## src/rtl/weight_pkg.sv

```systemverilog
// Shared constants and types for the weight store: geometry, the reset image
// of the two weight words, and the encoding of the reward-update FSM.
package weight_pkg;

  localparam int ADDR_W   = 4;
  localparam int DW       = 8;

  // Word addresses of the two packed weight pairs
  localparam int W12_ADDR = 0;
  localparam int W34_ADDR = 1;

  // Reset image: both weight pairs start at (+1, +1), every other word at zero
  localparam logic [7:0] W12_RST   = 8'h11;
  localparam logic [7:0] W34_RST   = 8'h11;
  localparam logic [7:0] OTHER_RST = 8'h00;

  typedef enum logic [1:0] {
    U_IDLE  = 2'd0,
    U_CALC  = 2'd1,
    U_WRITE = 2'd2,
    U_DONE  = 2'd3
  } upd_state_e;

endpackage

```

## src/rtl/sat_nibble_add.sv

```systemverilog
// Signed 4-bit saturating adder. The sum is formed at 5 bits so overflow is
// visible, then clamped to the 4-bit range; clamp_o flags a clamped result.
module sat_nibble_add (
  input  logic signed [3:0] a_i,
  input  logic signed [3:0] b_i,
  output logic signed [3:0] sum_o,
  output logic              clamp_o
);

  function automatic logic [4:0] sat_add4(input logic signed [3:0] a,
                                          input logic signed [3:0] b);
    logic signed [4:0] s;
    s = {a[3], a} + {b[3], b};
    if (s > 5'sd7)       return {1'b1, 4'sd7};
    else if (s < -5'sd8) return {1'b1, -4'sd8};
    else                 return {1'b0, s[3:0]};
  endfunction

  logic [4:0] res;

  // Clamp flag in the top bit, saturated nibble below it
  always_comb begin
    res     = sat_add4(a_i, b_i);
    clamp_o = res[4];
    sum_o   = res[3:0];
  end

endmodule

```

## src/rtl/weight_store.sv

```systemverilog
// Register-file weight store with two independent 1-cycle read ports and a
// 4-state reward-update FSM that saturating-adds signed deltas to the two
// nibbles of a word. Reads in the write cycle see the old word.
module weight_store #(
  parameter int ADDR_W = weight_pkg::ADDR_W,
  parameter int DW     = weight_pkg::DW
) (
  input  logic              clk,
  input  logic              rst,
  input  logic              w_req,
  input  logic [ADDR_W-1:0] w_addr,
  output logic              w_valid,
  output logic [DW-1:0]     w_data,
  input  logic              wb_req,
  input  logic [ADDR_W-1:0] wb_addr,
  output logic              wb_valid,
  output logic [DW-1:0]     wb_data,
  input  logic              upd_req,
  input  logic [ADDR_W-1:0] upd_addr,
  input  logic [DW-1:0]     upd_delta,
  output logic              upd_ready,
  output logic              upd_done,
  output logic [7:0]        sat_cnt
);

  import weight_pkg::*;

  localparam int DEPTH = 2 ** ADDR_W;
  localparam int HW    = DW / 2;

  function automatic logic [7:0] sat_cnt_add(input logic [7:0] cnt,
                                             input logic [1:0] inc);
    logic [8:0] s;
    s = {1'b0, cnt} + {7'd0, inc};
    return s[8] ? 8'hFF : s[7:0];
  endfunction

  logic [DW-1:0]     mem_q [DEPTH];
  logic              w_valid_q, wb_valid_q;
  logic [DW-1:0]     w_data_q, wb_data_q;
  upd_state_e        state_q, state_d;
  logic [ADDR_W-1:0] addr_q;
  logic [DW-1:0]     delta_q;
  logic [DW-1:0]     word_q;
  logic [7:0]        sat_cnt_q;

  logic [DW-1:0]     cur_word;
  logic signed [HW-1:0] hi_sum, lo_sum;
  logic              hi_clamp, lo_clamp;

  assign cur_word = mem_q[addr_q];

  sat_nibble_add u_add_hi (
    .a_i     (cur_word[DW-1:HW]),
    .b_i     (delta_q[DW-1:HW]),
    .sum_o   (hi_sum),
    .clamp_o (hi_clamp)
  );

  sat_nibble_add u_add_lo (
    .a_i     (cur_word[HW-1:0]),
    .b_i     (delta_q[HW-1:0]),
    .sum_o   (lo_sum),
    .clamp_o (lo_clamp)
  );

  // Storage: reset image on rst, single write port driven by U_WRITE
  always_ff @(posedge clk) begin
    if (rst) begin
      for (int i = 0; i < DEPTH; i++) begin
        if (i == W12_ADDR)      mem_q[i] <= DW'(W12_RST);
        else if (i == W34_ADDR) mem_q[i] <= DW'(W34_RST);
        else                    mem_q[i] <= DW'(OTHER_RST);
      end
    end else if (state_q == U_WRITE) begin
      mem_q[addr_q] <= word_q;
    end
  end

  // Two read ports, both registered; data holds when the port is idle
  always_ff @(posedge clk) begin
    if (rst) begin
      w_valid_q  <= 1'b0;
      wb_valid_q <= 1'b0;
      w_data_q   <= '0;
      wb_data_q  <= '0;
    end else begin
      w_valid_q  <= w_req;
      wb_valid_q <= wb_req;
      if (w_req)  w_data_q  <= mem_q[w_addr];
      if (wb_req) wb_data_q <= mem_q[wb_addr];
    end
  end

  // Update FSM next state; requests outside U_IDLE are dropped
  always_comb begin
    state_d = state_q;
    unique case (state_q)
      U_IDLE:  if (upd_req) state_d = U_CALC;
      U_CALC:  state_d = U_WRITE;
      U_WRITE: state_d = U_DONE;
      default: state_d = U_IDLE;
    endcase
  end

  // FSM state and saturation counter
  always_ff @(posedge clk) begin
    if (rst) begin
      state_q   <= U_IDLE;
      sat_cnt_q <= 8'd0;
    end else begin
      state_q <= state_d;
      if (state_q == U_CALC)
        sat_cnt_q <= sat_cnt_add(sat_cnt_q, {1'b0, hi_clamp} + {1'b0, lo_clamp});
    end
  end

  // Update operands latched on accept, result word registered in U_CALC
  always_ff @(posedge clk) begin
    if (state_q == U_IDLE && upd_req) begin
      addr_q  <= upd_addr;
      delta_q <= upd_delta;
    end
    if (state_q == U_CALC)
      word_q <= {hi_sum, lo_sum};
  end

  assign w_valid   = w_valid_q;
  assign w_data    = w_data_q;
  assign wb_valid  = wb_valid_q;
  assign wb_data   = wb_data_q;
  assign upd_ready = (state_q == U_IDLE);
  assign upd_done  = (state_q == U_DONE);
  assign sat_cnt   = sat_cnt_q;

endmodule

```

## config.mk

```make
export PLATFORM = sky130hd
export DESIGN_NAME = weight_store
export DESIGN_NICKNAME = d
export VERILOG_FILES = /design/src/rtl/weight_pkg.sv /design/src/rtl/sat_nibble_add.sv /design/src/rtl/weight_store.sv
export SDC_FILE = /design/constraint.sdc
export NUM_CORES = 1
export LEC_CHECK = 0
export ABC_AREA = 1
export BUFFER_PORTS_ARGS = -buffer_cell sky130_fd_sc_hd__buf_2
export CAP_MARGIN = 10
export CORE_MARGIN = 2
export CORE_UTILIZATION = 62
export CTS_CLUSTER_DIAMETER = 100
export DETAILED_ROUTE_END_ITERATION = 10
export PLACE_DENSITY = 0.91
export SLEW_MARGIN = 10
export SYNTH_ARGS = -nofsm -noshare
export SYNTH_HDL_FRONTEND = slang
export SYNTH_SLANG_ARGS = --single-unit
```

## constraint.sdc

```tcl
create_clock -name clk -period 4.4 [get_ports clk]
set_clock_uncertainty 0.05 [all_clocks]
set_input_delay 0.88 -clock clk [delete_from_list [all_inputs] [get_ports clk]]
set_output_delay 0.88 -clock clk [all_outputs]
set_load 0.01 [all_outputs]
```

* Word-level counts from Yosys, hierarchy flattened
Memory sizes are Yosys's and may differ from the RTL's. A register that Yosys moved wholly into a read port is not among the register bits. Index checks and enable logic that the tools add are counted.
Word-level totals: memories 1, bits of input ports 25, RAM bits 128, latch bits 0, memory bits (read-only) 0, register bits after elaboration 32
Operators by class: add/sub/neg operators 4, multipliers 0, div/mod/pow operators 0, $lt $le $gt $ge 4, reduce and logical (&&, ||, !) cells 3, multiplexer cells 16, shift operators 0, equality and inequality tests 4, bitwise operators 0
Memory list:
- mem_q | depth 16, bits a word 8, read ports 3, clocked after Yosys merged registers in 3, wr ports 16, RTL line weight_store.sv:38 | logic [DW-1:0] mem_q [DEPTH];
Operators with widths (count):
- two-way mux 5 bit | 4
- two-way mux 8 bit | 2
- adder 4 x 4 -> 5 bit | 2
- greater-than comparator 5 x 4 -> 1 bit (second input constant) | 2
- less-than comparator 5 x 4 -> 1 bit (second input constant) | 2
- adder 8 x 2 -> 9 bit | 1
- two-way mux 4 bit | 2
- OR reduction 8 bit | 1
- two-way mux 1 bit | 6
- case mux 2 bit (3 select lines) | 1
- == test 2 bit (second input constant) | 2
- adder 1 x 1 -> 2 bit | 1
- == test 2 x 1 -> 1 bit (second input constant) | 1
- zero test 2 bit | 1
- two-way mux 2 bit | 1
- != test 2 bit (second input constant) | 1
- logical AND 1 bit | 1

* Depth between registers and ports, before layout
word-level depth 7, gate-level depth with buffers 26, gate-level depth less buffers 25

* Hierarchy
Synthesis repeated with hierarchy kept, for this count alone.
Second synthesis, totals: cells, all modules 1459, area, all modules 10950.5 um^2
Modules (own cells, without submodules):
- weight_store | cells each 1379, instances 1, sequential area each 5084.9 um^2, area each 10442.5 um^2
- sat_nibble_add | cells each 40, instances 2, sequential area each 0.0 um^2, area each 254.0 um^2

* Worst setup path after synthesis
Ideal clock, no wire load.
kind register to register, from register (tool-made name), to register sat_cnt_q[6] (netlist: sat_cnt[6]), library setup time 0.119 ns, cell stages (with the launch flop) 25, setup slack 0.717 ns, arrival time 3.513 ns, path through dfxtp_1 buf_2 clkbuf_1 o211ai_1 nand3_1 nand3_1 nand2_1 ha_1 inv_1 fa_1 nor2_1 nor4_1 a21oi_1 inv_1 ha_1 fa_1 inv_1 ha_1 nand3_1 nor2_1 nand2_1 inv_1 nand2_1 o21ai_0 a21oi_1
RTL lines:
- end signal, assigned | RTL line weight_store.sv:114 | sat_cnt_q <= sat_cnt_add(sat_cnt_q, {1'b0, hi_clamp} + {1'b0, lo_clamp});
- end, declared | RTL line weight_store.sv:45 | logic [7:0] sat_cnt_q;

==> qor.csv <==
metric,value,unit
outcome,completed,
routed_wl,32.1,mm
place_congestion,1.04,
syn_area,10800,um^2
layout_commonest_cell,nand2_1,
critPathTopFamily,adder cells,
wl_per_cell,19.1,um
worst_pin_slew,1220,ps
core_area,17200,um^2
avgSynthCellArea,7.52,um^2
cts_root_buffer,clkbuf_16,
crit_buf_inv,5,
crit_top_cell,inv_1,
irDropWorstVdd,0.658,mV
arrival,4300,ps
drt-vias-per-instance,6.14,
ys_types,26,
io-pin-count,53,
path_class,reg -> reg,
route.antenna.remaining_nets,0,
holdCritPathClass,reg -> reg,
remaining_drc_errors,0,
pre_cts_slack,189,ps
powerDensity,534,nW/um^2
p_leak,5.22,nW
die_y,136,um
cts_tree,built,
cts_buffers,17,
clockBufferDepth,2,
min_period,4010,ps
die_w,136,um
drv_cap,0,
dieArea,18500,um^2
ys_warn_count,0,
fillers,1374,
synth-seq-cells,180,
cts.reportedPaths.clkPinSlew,70,ps
tns,0,ps
max_stage_delay,570,ps
startpoint_type,flop,
cp_max_fo,30,
hold_buffers,0,
timing.fmax,0.249,GHz
crit_path_cell_trace,buf_4 > o211ai_1 > nand3_1 > nand3_1 > nand2_1 > ha_1 > inv_1 > fa_1 > nor2_1 > nor4_1 > a21oi_1 > ha_1 > inv_1 > fa_1 > inv_1 > ha_1 > nand3_1 > nor2_1 > nand2_1 > inv_1 > nand2_1 > o21ai_0 > a21oi_1,
finalSetupViolations,0,
crit_slowest_cell,dfxtp_4,
worst_slack,388,ps
rsz0062_at_grt,false,
final_max_slew_viol_count,0,
overflow,0,
cts_sinks,180,
hpwlAfterDp,21.7,mm
drt_iter0_drc,1836,
synth_nets,1484,
initial_core_util,62.8,%
worst-endpoint-required,4680,ps
grt_pass1_vias,9150,
final_util,67.5,%
synthToLayoutAreaGrowth,7.44,%
portBuffers,52,
finalNetCount,1484,
antenna_cells,0,
grt_pass1_wl,48.8,mm
ctsHtreeMaxLevel,4,
antenna_found_initial,1,
final_cell_mix,"nand2_1, nand3_1, nor2_1, edfxtp_1, inv_1",
end_kind,flop,
drive_above_1_share,8.49,%
grt_max_degree,73,
first_pass_iters,9,
slew_headroom,18.8,%
num_vias,10276,
yosysSeqAreaShare,47.1,%
grt_usage,35.5,%
insertion_delay,440,ps
num_rows,48,
final_hold_viol_count,0,
fin_crit_sh,91.2,%
syn_inst,1436,
-- repair_timing --
action,in CTS,in global routing
endpoints found under the setup margin,0,7
setup buffers,0,3
gates resized for setup,0,1
-- cell families (layout without fill, tap and decap cells) --
group | after synthesis | count (layout) | share of synthesized area (%)
simple gates | 876 | 876 | 34.2
buf+inv | 228 | 241 | 8.81
flops | 180 | 180 | 47.1
compound gates | 124 | 124 | 6.57
fa+ha+maj | 23 | 23 | 2.87
xor+xnor | 5 | 5 | 0.406
-- state kept, by name, indices dropped and copies added, names as in the netlist, named ones only --
signal,cells
sat_cnt,8
wb_valid,1
state_q,2
word_q,8
w_valid,1
w_data,8
wb_data,8
addr_q,4
delta_q,8
mem_q,128
-- power by group --
| part | total [mW] | switching (mW) | leakage, nW | internal [mW] |
|---|---|---|---|---|
| Sequential | 2.30 | 0.199 | 1.76 | 2.10 |
| Combinational | 2.50 | 1.71 | 3.21 | 0.792 |
| Clock | 1.39 | 0.663 | 0.254 | 0.726 |
| Total | 6.19 | 2.57 | 5.22 | 3.62 |
-- per-layer routing --
| metal | wire length (um) | vias to the layer above | global-route usage (%) |
|---|---|---|---|
| met5 | 0 | - | 0 |
| met4 | 2210 | 0 | 21.9 |
| met3 | 4530 | 159 | 11.0 |
| met2 | 14100 | 823 | 54.1 |
| met1 | 11200 | 4596 | 44.2 |
| li1 | - | 4698 | - |
-- worst reg2reg max path, cell delays in order (launching register included) --
cell and delay, ps:
dfxtp_4 570, buf_4 260, o211ai_1 110, nand3_1 100, nand3_1 150, nand2_1 140
ha_1 190, inv_1 70, fa_1 370, nor2_1 170, nor4_1 70, a21oi_1 230
ha_1 160, inv_1 40, fa_1 350, inv_1 80, ha_1 160, nand3_1 70
nor2_1 130, nand2_1 80, inv_1 100, nand2_1 70, o21ai_0 140, a21oi_1 50
-- cell usage after synthesis, drive strengths merged --
cell	n	area share (%)
o21ai	45	2.1
o211ai	32	2.2
a31oi	1	0.058
buf	54	2.8
xor2	5	0.41
nand4	1	0.058
a21oi	43	2.0
a211oi	1	0.070
nor4	2	0.12
clkbuf	35	1.2
nand2	435	15
fa	3	0.56
edfxtp	148	41
nand3	259	12
dfxtp	32	5.9
ha	20	2.3
o21bai	2	0.14
clkinv	1	0.035
nor2	175	6.1
inv	138	4.8
nor3	4	0.54
-- final timing paths --
kind	from	endpoint	slack (ps)	cells past startpoint
setup / recovery	flop	sat_cnt[6]$_SDFFE_PP0N_	390	23
hold / removal	sat_cnt[7]$_SDFFE_PP0N_	sat_cnt[7]$_SDFFE_PP0N_	430	2
setup reg to reg	flop	sat_cnt[6]$_SDFFE_PP0N_	390	23
hold reg to reg	sat_cnt[7]$_SDFFE_PP0N_	sat_cnt[7]$_SDFFE_PP0N_	430	2
-- cell type report --
type	instances	area (um^2)	area share [%]
clock inverters	14	103	0.885
flip-flops and latches	180	5090	43.9
multi-input cells	1028	4760	41.0
well taps	225	282	2.43
repair buffers	70	412	3.55
inverters	139	522	4.50
clock buffers	18	429	3.70
-- per-stage QoR --
stage | hold WS, ps | cell area (um^2) | instances | power [mW]
finish | 430 | 11600 | 1674 | 6.19
global route | 482 | 11600 | 1674 | 6.54
CTS | 435 | 11600 | 1671 | 6.06
detailed placement | 426 | 11000 | 1639 | 4.68
global placement | 418 | 11000 | 1639 | 4.57
floorplan | 447 | 10800 | 1436 | 3.98
Note: power is estimated with default switching activity, not from simulation.
